--- src/rtl/commit_trace_buffer_pkg.sv ---
// trace_pkg: shared types for the commit trace buffer.
//   KIND_GRF / KIND_DM : event kind encodings
//   trace_entry_t      : one FIFO entry {kind, pc, addr, data}, 97 bits
package trace_pkg;

   localparam logic KIND_GRF = 1'b0;
   localparam logic KIND_DM  = 1'b1;

   typedef struct packed {
      logic        kind;
      logic [31:0] pc;
      logic [31:0] addr;
      logic [31:0] data;
   } trace_entry_t;

   localparam int ENTRY_W = $bits(trace_entry_t);

endpackage

--- src/rtl/commit_trace_buffer_if.sv ---
// commit_trace_buffer_if: valid/ready drain port of the commit trace buffer.
//   out_valid  head entry available
//   out_ready  consumer accepts head
//   out_kind   0 = GRF, 1 = DM
//   out_pc     event PC
//   out_addr   register number (zero-extended) or DM address
//   out_data   written value
// master = trace buffer, slave = trace consumer.
interface commit_trace_buffer_if;

   logic        out_valid;
   logic        out_ready;
   logic        out_kind;
   logic [31:0] out_pc;
   logic [31:0] out_addr;
   logic [31:0] out_data;

   modport master (
      output out_valid, out_kind, out_pc, out_addr, out_data,
      input  out_ready
   );

   modport slave (
      input  out_valid, out_kind, out_pc, out_addr, out_data,
      output out_ready
   );

endinterface

--- src/rtl/commit_trace_buffer_fifo.sv ---
// trace_fifo_2w1r: FIFO with two push ports and one pop port.
//   clk, reset        clock, async active-high reset
//   push0/push0_data  first (older) push
//   push1/push1_data  second push; only honoured together with push0
//   pop               remove head entry (ignored while empty)
//   head              registered head entry, zero while empty
//   level             occupancy 0..DEPTH
// The caller is responsible for never pushing more than the free space.
module trace_fifo_2w1r
   import trace_pkg::*;
#(
   parameter int DEPTH = 16,
   parameter int PTR_W = $clog2(DEPTH)
) (
   input  logic              clk,
   input  logic              reset,
   input  logic              push0,
   input  trace_entry_t      push0_data,
   input  logic              push1,
   input  trace_entry_t      push1_data,
   input  logic              pop,
   output trace_entry_t      head,
   output logic [PTR_W:0]    level
);

   trace_entry_t       mem [DEPTH];
   logic [PTR_W-1:0]   wptr_q, wptr_d;
   logic [PTR_W-1:0]   rptr_q, rptr_d;
   logic [PTR_W:0]     level_q, level_d;
   logic [PTR_W-1:0]   wptr_plus1;
   logic               push1_ok;
   logic               pop_ok;
   logic [1:0]         push_cnt;

   assign push1_ok   = push0 && push1;
   assign pop_ok     = pop && (level_q != '0);
   assign push_cnt   = {1'b0, push0} + {1'b0, push1_ok};
   assign wptr_plus1 = wptr_q + PTR_W'(1);

   always_comb begin
      wptr_d  = wptr_q + PTR_W'(push_cnt);
      rptr_d  = pop_ok ? rptr_q + PTR_W'(1) : rptr_q;
      level_d = level_q + {{(PTR_W-1){1'b0}}, push_cnt} - {{PTR_W{1'b0}}, pop_ok};
   end

   always_ff @(posedge clk or posedge reset) begin
      if (reset) begin
         wptr_q  <= '0;
         rptr_q  <= '0;
         level_q <= '0;
      end else begin
         wptr_q  <= wptr_d;
         rptr_q  <= rptr_d;
         level_q <= level_d;
      end
   end

   // Storage needs no reset: the head is masked while the FIFO is empty.
   always_ff @(posedge clk) begin
      if (push0)
         mem[wptr_q] <= push0_data;
      if (push1_ok)
         mem[wptr_plus1] <= push1_data;
   end

   assign head  = (level_q != '0) ? mem[rptr_q] : '0;
   assign level = level_q;

endmodule

--- src/rtl/commit_trace_buffer.sv ---
// commit_trace_buffer: records retired GRF writes (W stage) and DM stores
// (M stage) into a dual-push FIFO drained over a valid/ready port.
//   clk, reset           clock, async active-high reset
//   grf_we/pc/addr/wdata W-stage register write (writes to $0 ignored)
//   dm_we/pc/addr/wdata  M-stage store
//   out_if               drain port (commit_trace_buffer_if.master)
//   overflow             sticky, set when any event is dropped
//   level                current occupancy
//   drop_cnt             saturating count of dropped events
//                        (only when TRACE_DROP_CNT_EN is defined)
// Same-cycle events are ordered GRF then DM (the W instruction is older).
// Free space is taken before this cycle's pop, so a pop never makes room
// for a push in the same cycle.
module commit_trace_buffer
   import trace_pkg::*;
#(
   parameter int DEPTH = 16,
   parameter int PTR_W = $clog2(DEPTH)
) (
   input  logic                 clk,
   input  logic                 reset,
   input  logic                 grf_we,
   input  logic [31:0]          grf_pc,
   input  logic [4:0]           grf_addr,
   input  logic [31:0]          grf_wdata,
   input  logic                 dm_we,
   input  logic [31:0]          dm_pc,
   input  logic [31:0]          dm_addr,
   input  logic [31:0]          dm_wdata,
   commit_trace_buffer_if.master out_if,
   output logic                 overflow,
   output logic [PTR_W:0]       level
`ifdef TRACE_DROP_CNT_EN
   ,
   output logic [15:0]          drop_cnt
`endif
);

   logic           grf_q_ev, dm_q_ev;
   logic [PTR_W:0] free;
   logic           push_grf, push_dm;
   logic           drop_grf, drop_dm;
   logic           push0, push1;
   trace_entry_t   grf_entry, dm_entry;
   trace_entry_t   push0_data;
   trace_entry_t   head;
   logic           pop;
   logic           overflow_q, overflow_d;

   assign grf_q_ev = grf_we && (grf_addr != 5'd0);
   assign dm_q_ev  = dm_we;

   assign free     = (PTR_W+1)'(DEPTH) - level;
   assign push_grf = grf_q_ev && (free != '0);
   // DM needs a second slot when a GRF event takes the first one.
   assign push_dm  = dm_q_ev && (grf_q_ev ? (free > (PTR_W+1)'(1)) : (free != '0));
   assign drop_grf = grf_q_ev && !push_grf;
   assign drop_dm  = dm_q_ev && !push_dm;

   always_comb begin
      grf_entry.kind = KIND_GRF;
      grf_entry.pc   = grf_pc;
      grf_entry.addr = {27'd0, grf_addr};
      grf_entry.data = grf_wdata;
      dm_entry.kind  = KIND_DM;
      dm_entry.pc    = dm_pc;
      dm_entry.addr  = dm_addr;
      dm_entry.data  = dm_wdata;
   end

   // Compact the accepted events onto the FIFO ports: slot 0 always holds
   // the oldest accepted event.
   assign push0      = push_grf || push_dm;
   assign push1      = push_grf && push_dm;
   assign push0_data = push_grf ? grf_entry : dm_entry;

   assign pop = out_if.out_valid && out_if.out_ready;

   trace_fifo_2w1r #(
      .DEPTH (DEPTH),
      .PTR_W (PTR_W)
   ) u_fifo (
      .clk        (clk),
      .reset      (reset),
      .push0      (push0),
      .push0_data (push0_data),
      .push1      (push1),
      .push1_data (dm_entry),
      .pop        (pop),
      .head       (head),
      .level      (level)
   );

   assign out_if.out_valid = (level != '0);
   assign out_if.out_kind  = head.kind;
   assign out_if.out_pc    = head.pc;
   assign out_if.out_addr  = head.addr;
   assign out_if.out_data  = head.data;

   assign overflow_d = overflow_q || drop_grf || drop_dm;

   always_ff @(posedge clk or posedge reset) begin
      if (reset)
         overflow_q <= 1'b0;
      else
         overflow_q <= overflow_d;
   end

   assign overflow = overflow_q;

`ifdef TRACE_DROP_CNT_EN
   logic [15:0] drop_cnt_q, drop_cnt_d;
   logic [16:0] drop_sum;

   assign drop_sum = {1'b0, drop_cnt_q} + {15'd0, drop_grf} + {15'd0, drop_dm};

   always_comb begin
      drop_cnt_d = drop_sum[16] ? 16'hFFFF : drop_sum[15:0];
   end

   always_ff @(posedge clk or posedge reset) begin
      if (reset)
         drop_cnt_q <= 16'd0;
      else
         drop_cnt_q <= drop_cnt_d;
   end

   assign drop_cnt = drop_cnt_q;
`endif

endmodule

--- src/flat_wrapper.sv ---
// flat-port wrapper written by rule: the top's interface ports become plain ports
module commit_trace_buffer_flat import trace_pkg::*;
#(
   parameter int DEPTH = 16,
   parameter int PTR_W = $clog2(DEPTH)
)
  (clk, reset, grf_we, grf_pc, grf_addr, grf_wdata, dm_we, dm_pc, dm_addr, dm_wdata, overflow, level, out_if_out_valid, out_if_out_kind, out_if_out_pc, out_if_out_addr, out_if_out_data, out_if_out_ready);
  commit_trace_buffer_if out_if_i ();
  input  logic clk;
  input  logic reset;
  input  logic grf_we;
  input  logic [31:0] grf_pc;
  input  logic [4:0] grf_addr;
  input  logic [31:0] grf_wdata;
  input  logic dm_we;
  input  logic [31:0] dm_pc;
  input  logic [31:0] dm_addr;
  input  logic [31:0] dm_wdata;
  output logic overflow;
  output logic [PTR_W:0] level;
  output wire logic [$bits(out_if_i.out_valid)-1:0] out_if_out_valid;
  output wire logic [$bits(out_if_i.out_kind)-1:0] out_if_out_kind;
  output wire logic [$bits(out_if_i.out_pc)-1:0] out_if_out_pc;
  output wire logic [$bits(out_if_i.out_addr)-1:0] out_if_out_addr;
  output wire logic [$bits(out_if_i.out_data)-1:0] out_if_out_data;
  input wire logic [$bits(out_if_i.out_ready)-1:0] out_if_out_ready;
  assign out_if_out_valid = out_if_i.out_valid;
  assign out_if_out_kind = out_if_i.out_kind;
  assign out_if_out_pc = out_if_i.out_pc;
  assign out_if_out_addr = out_if_i.out_addr;
  assign out_if_out_data = out_if_i.out_data;
  assign out_if_i.out_ready = out_if_out_ready;
  commit_trace_buffer #(.DEPTH(DEPTH), .PTR_W(PTR_W)) u_core (.clk(clk), .reset(reset), .grf_we(grf_we), .grf_pc(grf_pc), .grf_addr(grf_addr), .grf_wdata(grf_wdata), .dm_we(dm_we), .dm_pc(dm_pc), .dm_addr(dm_addr), .dm_wdata(dm_wdata), .out_if(out_if_i), .overflow(overflow), .level(level));
endmodule
--- config.mk ---
export PLATFORM = sky130hd
export DESIGN_NAME = commit_trace_buffer_flat
export DESIGN_NICKNAME = d
export VERILOG_FILES = /design/src/rtl/commit_trace_buffer_pkg.sv /design/src/rtl/commit_trace_buffer_if.sv /design/src/rtl/commit_trace_buffer_fifo.sv /design/src/rtl/commit_trace_buffer.sv /design/src/flat_wrapper.sv
export SDC_FILE = /design/constraint.sdc
export NUM_CORES = 2
export LEC_CHECK = 0
export CAP_MARGIN = 25
export CORE_ASPECT_RATIO = 1.4
export CORE_MARGIN = 2
export CORE_UTILIZATION = 60
export DETAILED_ROUTE_END_ITERATION = 12
export DONT_BUFFER_PORTS = 1
export HOLD_SLACK_MARGIN = 0.05
export PLACE_DENSITY = 0.76
export SLEW_MARGIN = 20
export SYNTH_ARGS = -nofsm -noshare
export SYNTH_HDL_FRONTEND = slang
export SYNTH_HIERARCHICAL = 1
export SYNTH_SLANG_ARGS = --single-unit
--- constraint.sdc ---
create_clock -name clk -period 14.9 [get_ports clk]
set_input_delay 3.725 -clock clk [delete_from_list [all_inputs] [get_ports clk]]
set_output_delay 3.725 -clock clk [all_outputs]
set_load 0.01 [all_outputs]
==> impl_metrics.csv <==
group,metric,value,unit
die,rows,159,
synthesis,syn_avg_cell_area,16.6,um2
hold_path,hold_path_startpoint,"u_core/overflow",
timing,tightest_slew,1.15,ns
final_layout,final_area,86100,um2
timing,post-route-period-util,62.0,%
synthesis,synth.distinct_cells,54,
timing,max_slew_margin,23.1,%
outcome,status,"finished, final reports clean",
grt,antenna_found_initial,7,
power_and_ir_drop,peakVddDrop,206,uV
clock_network,cts_resized,0,
synthesis,async_flop_share,0.894,%
timing,worst_slack,5.67,ns
placement,hpwl,120000,um
route,wl_per_cell,34.7,um
timing,finClkSkew,0.0291,ns
final_layout,fin_nets,4772,
synthesis,syn_area,80700,um2
synthesis,netlist_instances,4860,
worst_setup_path,cpPeakStageDelay,0.99,ns
synthesis,synthFlopType,"edfxtp_1",
clock_network,cts-hold-fix-buffers,0,
timing,max_clock_freq,108,MHz
worst_setup_path,path_delay_family,"buffers and inverters",
timing,fin_tns_setup,0,ns
clock_network,clock-sinks,1566,
worst_setup_path,required,11.18,ns
worst_setup_path,worstPathMaxFanout,131,
clock_network,post_cts_buffers,0,
die,dieHeight,438,um
clock_network,clk_path_buf_depth,3,
final_layout,finalNonFillerCells,6486,
die,top_level_ports,274,
timing,slew_violations,0,
grt,track_usage,32.9,%
die,start_util,60.3,%
synthesis,ys_seq_area_share,58.2,%
placement,dpl_cell_area,81300,um2
clock_network,cts_root_buf,"clkbuf_16",
power_and_ir_drop,power.internal,9.96,mW
route,vias,45885,
placement,gp_congestion,0.812,
power_and_ir_drop,p_sw,5.33,mW
worst_setup_path,crit_type,"register to primary output",
grt,grt_overflow,0,
route,drtAntennaViolNets,0,
final_layout,areaGrowthSynthToFinish,6.74,%
timing,rsz0062_at_grt,"no",
power_and_ir_drop,seqPwrFrac,39.7,%
worst_setup_path,worst_path_most_repeated_cell,"buf_4",
route,drt_iter0_drc,5246,
route,viasPerCell,7.07,
clock_network,htree_levels,4,
power_and_ir_drop,powerDensity,178,nW/um2
route,first_pass_iters,5,
placement,pre_cts_ws,5.44,ns
route,dr_wl_met3,20700,um
grt,grt_pass1_wl,329000,um
worst_setup_path,endpoint_kind,"primary output",
synthesis,synth-seq-cells,1566,
die,dieArea,137000,um2
power_and_ir_drop,fin_total_pwr,15.3,mW
clock_network,cts_tree,"yes",
grt,first_global_vias,48410,
final_layout,drive_above_1_share,48.1,%
worst_setup_path,crit_buf_inv,3,
clock_network,clk_pin_slew,0.06,ns
synthesis,synth_edf_count,1552,
timing,finalHoldViolations,0,
timing,finalSetupViolations,0,
worst_setup_path,cp.arrival,5.51,ns
clock_network,clk-insertion-delay-late,0.80,ns
placement,place_inst,6201,
route,met2_wirelength,113000,um
final_layout,post-route-util,64.3,%
route,routed_wl,225000,um
clock_network,numCtsBuffers,152,
worst_setup_path,worst_setup_path_start_kind,"register",
worst_setup_path,critPathLaunch,"u_core/u_fifo/rptr_q[1]",
grt,grt_start_max_net_pins,132,
placement,numPortBuffers,0,
die,die_w,314,um
power_and_ir_drop,combPwrFrac,36.0,%
die,core-area,134000,um2
synthesis,ys_warn_count,6,
route,drc,0,
power_and_ir_drop,p_leak,28.3,nW
timing,finalCriticalPeriod,9.23,ns
timing,hold_slack,0.558,ns
power_and_ir_drop,pwr-share-clk,24.4,%
hold_path,hp-class,"register to register",
job,cap_violations,0,
worst_setup_path,cp_cell_sequence,"buf_12 > buf_4 > buf_4 > mux4_2 > a22oi_1 > o211ai_1",
worst_setup_path,reg2reg_from,"u_core/u_fifo/level[0]",
route,wl_met1,83900,um
route,top_layer,"met5",
power_and_ir_drop,p_sw_share,34.9,%
worst_setup_path,critical-path-slowest-cell,"dfrtp_4",
[flip-flops by register name (all words and copies together), names as in the netlist]
register	count
u_core/overflow	1
u_core/u_fifo/wptr_q	4
u_core/u_fifo/mem	1552
u_core/u_fifo/level	5
u_core/u_fifo/rptr_q	4
[cell type report]
cell class | instances | area (um2)
clock buffer | 200 | 4120
sequential | 1566 | 47000
multi-input combinational | 2738 | 31200
fill | 9330 | 47800
antenna | 6 | 15.0
clock inverter | 76 | 563
inverter | 25 | 93.8
timing repair buffer | 104 | 918
tap | 1771 | 2220
[Yosys cell counts (3+ instances only)]
| master | instances | area share, % |
|---|---|---|
| buf_1 | 6 | 0.028 |
| xor2_1 | 4 | 0.043 |
| dfrtp_1 | 14 | 0.43 |
| nor2_2 | 7 | 0.054 |
| mux2_2 | 1591 | 22 |
| o22ai_1 | 4 | 0.031 |
| buf_12 | 3 | 0.074 |
| xnor2_1 | 6 | 0.065 |
| nand3_1 | 98 | 0.61 |
| mux4_2 | 292 | 8.2 |
| nor2_1 | 15 | 0.070 |
| nand2_1 | 110 | 0.51 |
| clkbuf_1 | 275 | 1.3 |
| a22oi_1 | 191 | 1.8 |
| buf_8 | 3 | 0.056 |
| o21ai_0 | 3 | 0.019 |
| buf_4 | 56 | 0.52 |
| nand3_2 | 3 | 0.037 |
| and2_1 | 30 | 0.23 |
| buf_6 | 23 | 0.32 |
| nor2b_1 | 7 | 0.054 |
| ha_1 | 13 | 0.20 |
| inv_1 | 25 | 0.12 |
| o211ai_1 | 98 | 0.91 |
| edfxtp_1 | 1552 | 58 |
| and3_1 | 3 | 0.023 |
| a21oi_1 | 5 | 0.031 |
| buf_2 | 171 | 1.1 |
| mux2_4 | 30 | 0.56 |
| mux2i_1 | 192 | 2.4 |
[layer usage]
metal	vias up	GRT usage [%]
met4	2	11.7
met2	2440	55.6
met1	24072	42.3
met3	491	6.53
met5	-	0
li1	18880	-
[power groups by stage]
| stage | combinational (mW) | sequential (mW) | clock, mW |
|---|---|---|---|
| floorplan | 3.87 | 6.12 | 0 |
| global placement | 5.34 | 6.15 | 0 |
| detailed placement | 5.44 | 6.16 | 0 |
| CTS | 5.45 | 6.07 | 3.77 |
| global route | 5.77 | 6.12 | 3.92 |
| finish | 5.50 | 6.07 | 3.73 |
[kinds of logic (layout without fill, tap and decap cells)]
group | count (synthesis) | count (layout) | share of synthesized area, %
AO/OA/AOI/OAI | 312 | 312 | 2.90
XOR/XNOR | 10 | 10 | 0.109
adder cells (fa/ha/maj) | 15 | 15 | 0.251
buffers and inverters | 562 | 405 | 3.46
AND/OR/NAND/NOR | 289 | 289 | 1.79
other | 1 | 13 | 0.00465
multiplexers | 2105 | 2105 | 33.3
flip-flops | 1566 | 1566 | 58.2
[worst paths after layout]
check	end	slack, ns	cells after the start
worst max-delay path	out_if_out_data[27]	5.67	6
worst min-delay path	u_core/overflow	0.56	1
worst max register to register	u_core/u_fifo/mem[11][90]	7.60	14
worst min register to register	u_core/overflow	0.56	1
max in group asynchronous	u_core/u_fifo/rptr_q[1]	11.47	1
min in group asynchronous	u_core/overflow	2.65	1
[cell usage in the layout (no fill, tap or decap), types with 24 or more instances in the layout]
master	netlist	final
nand2_1	110	107
mux4_2	292	292
and2_1	30	29
mux2_4	30	30
edfxtp_1	1552	1552
nand3_1	98	98
mux2i_1	192	192
a22oi_1	191	191
buf_4	56	96
o211ai_1	98	98
inv_1	25	24
clkinv_1	0	38
clkbuf_1	275	41
clkbuf_16	0	158
mux2_2	1591	1591
Power figures use the tool's default switching activity.
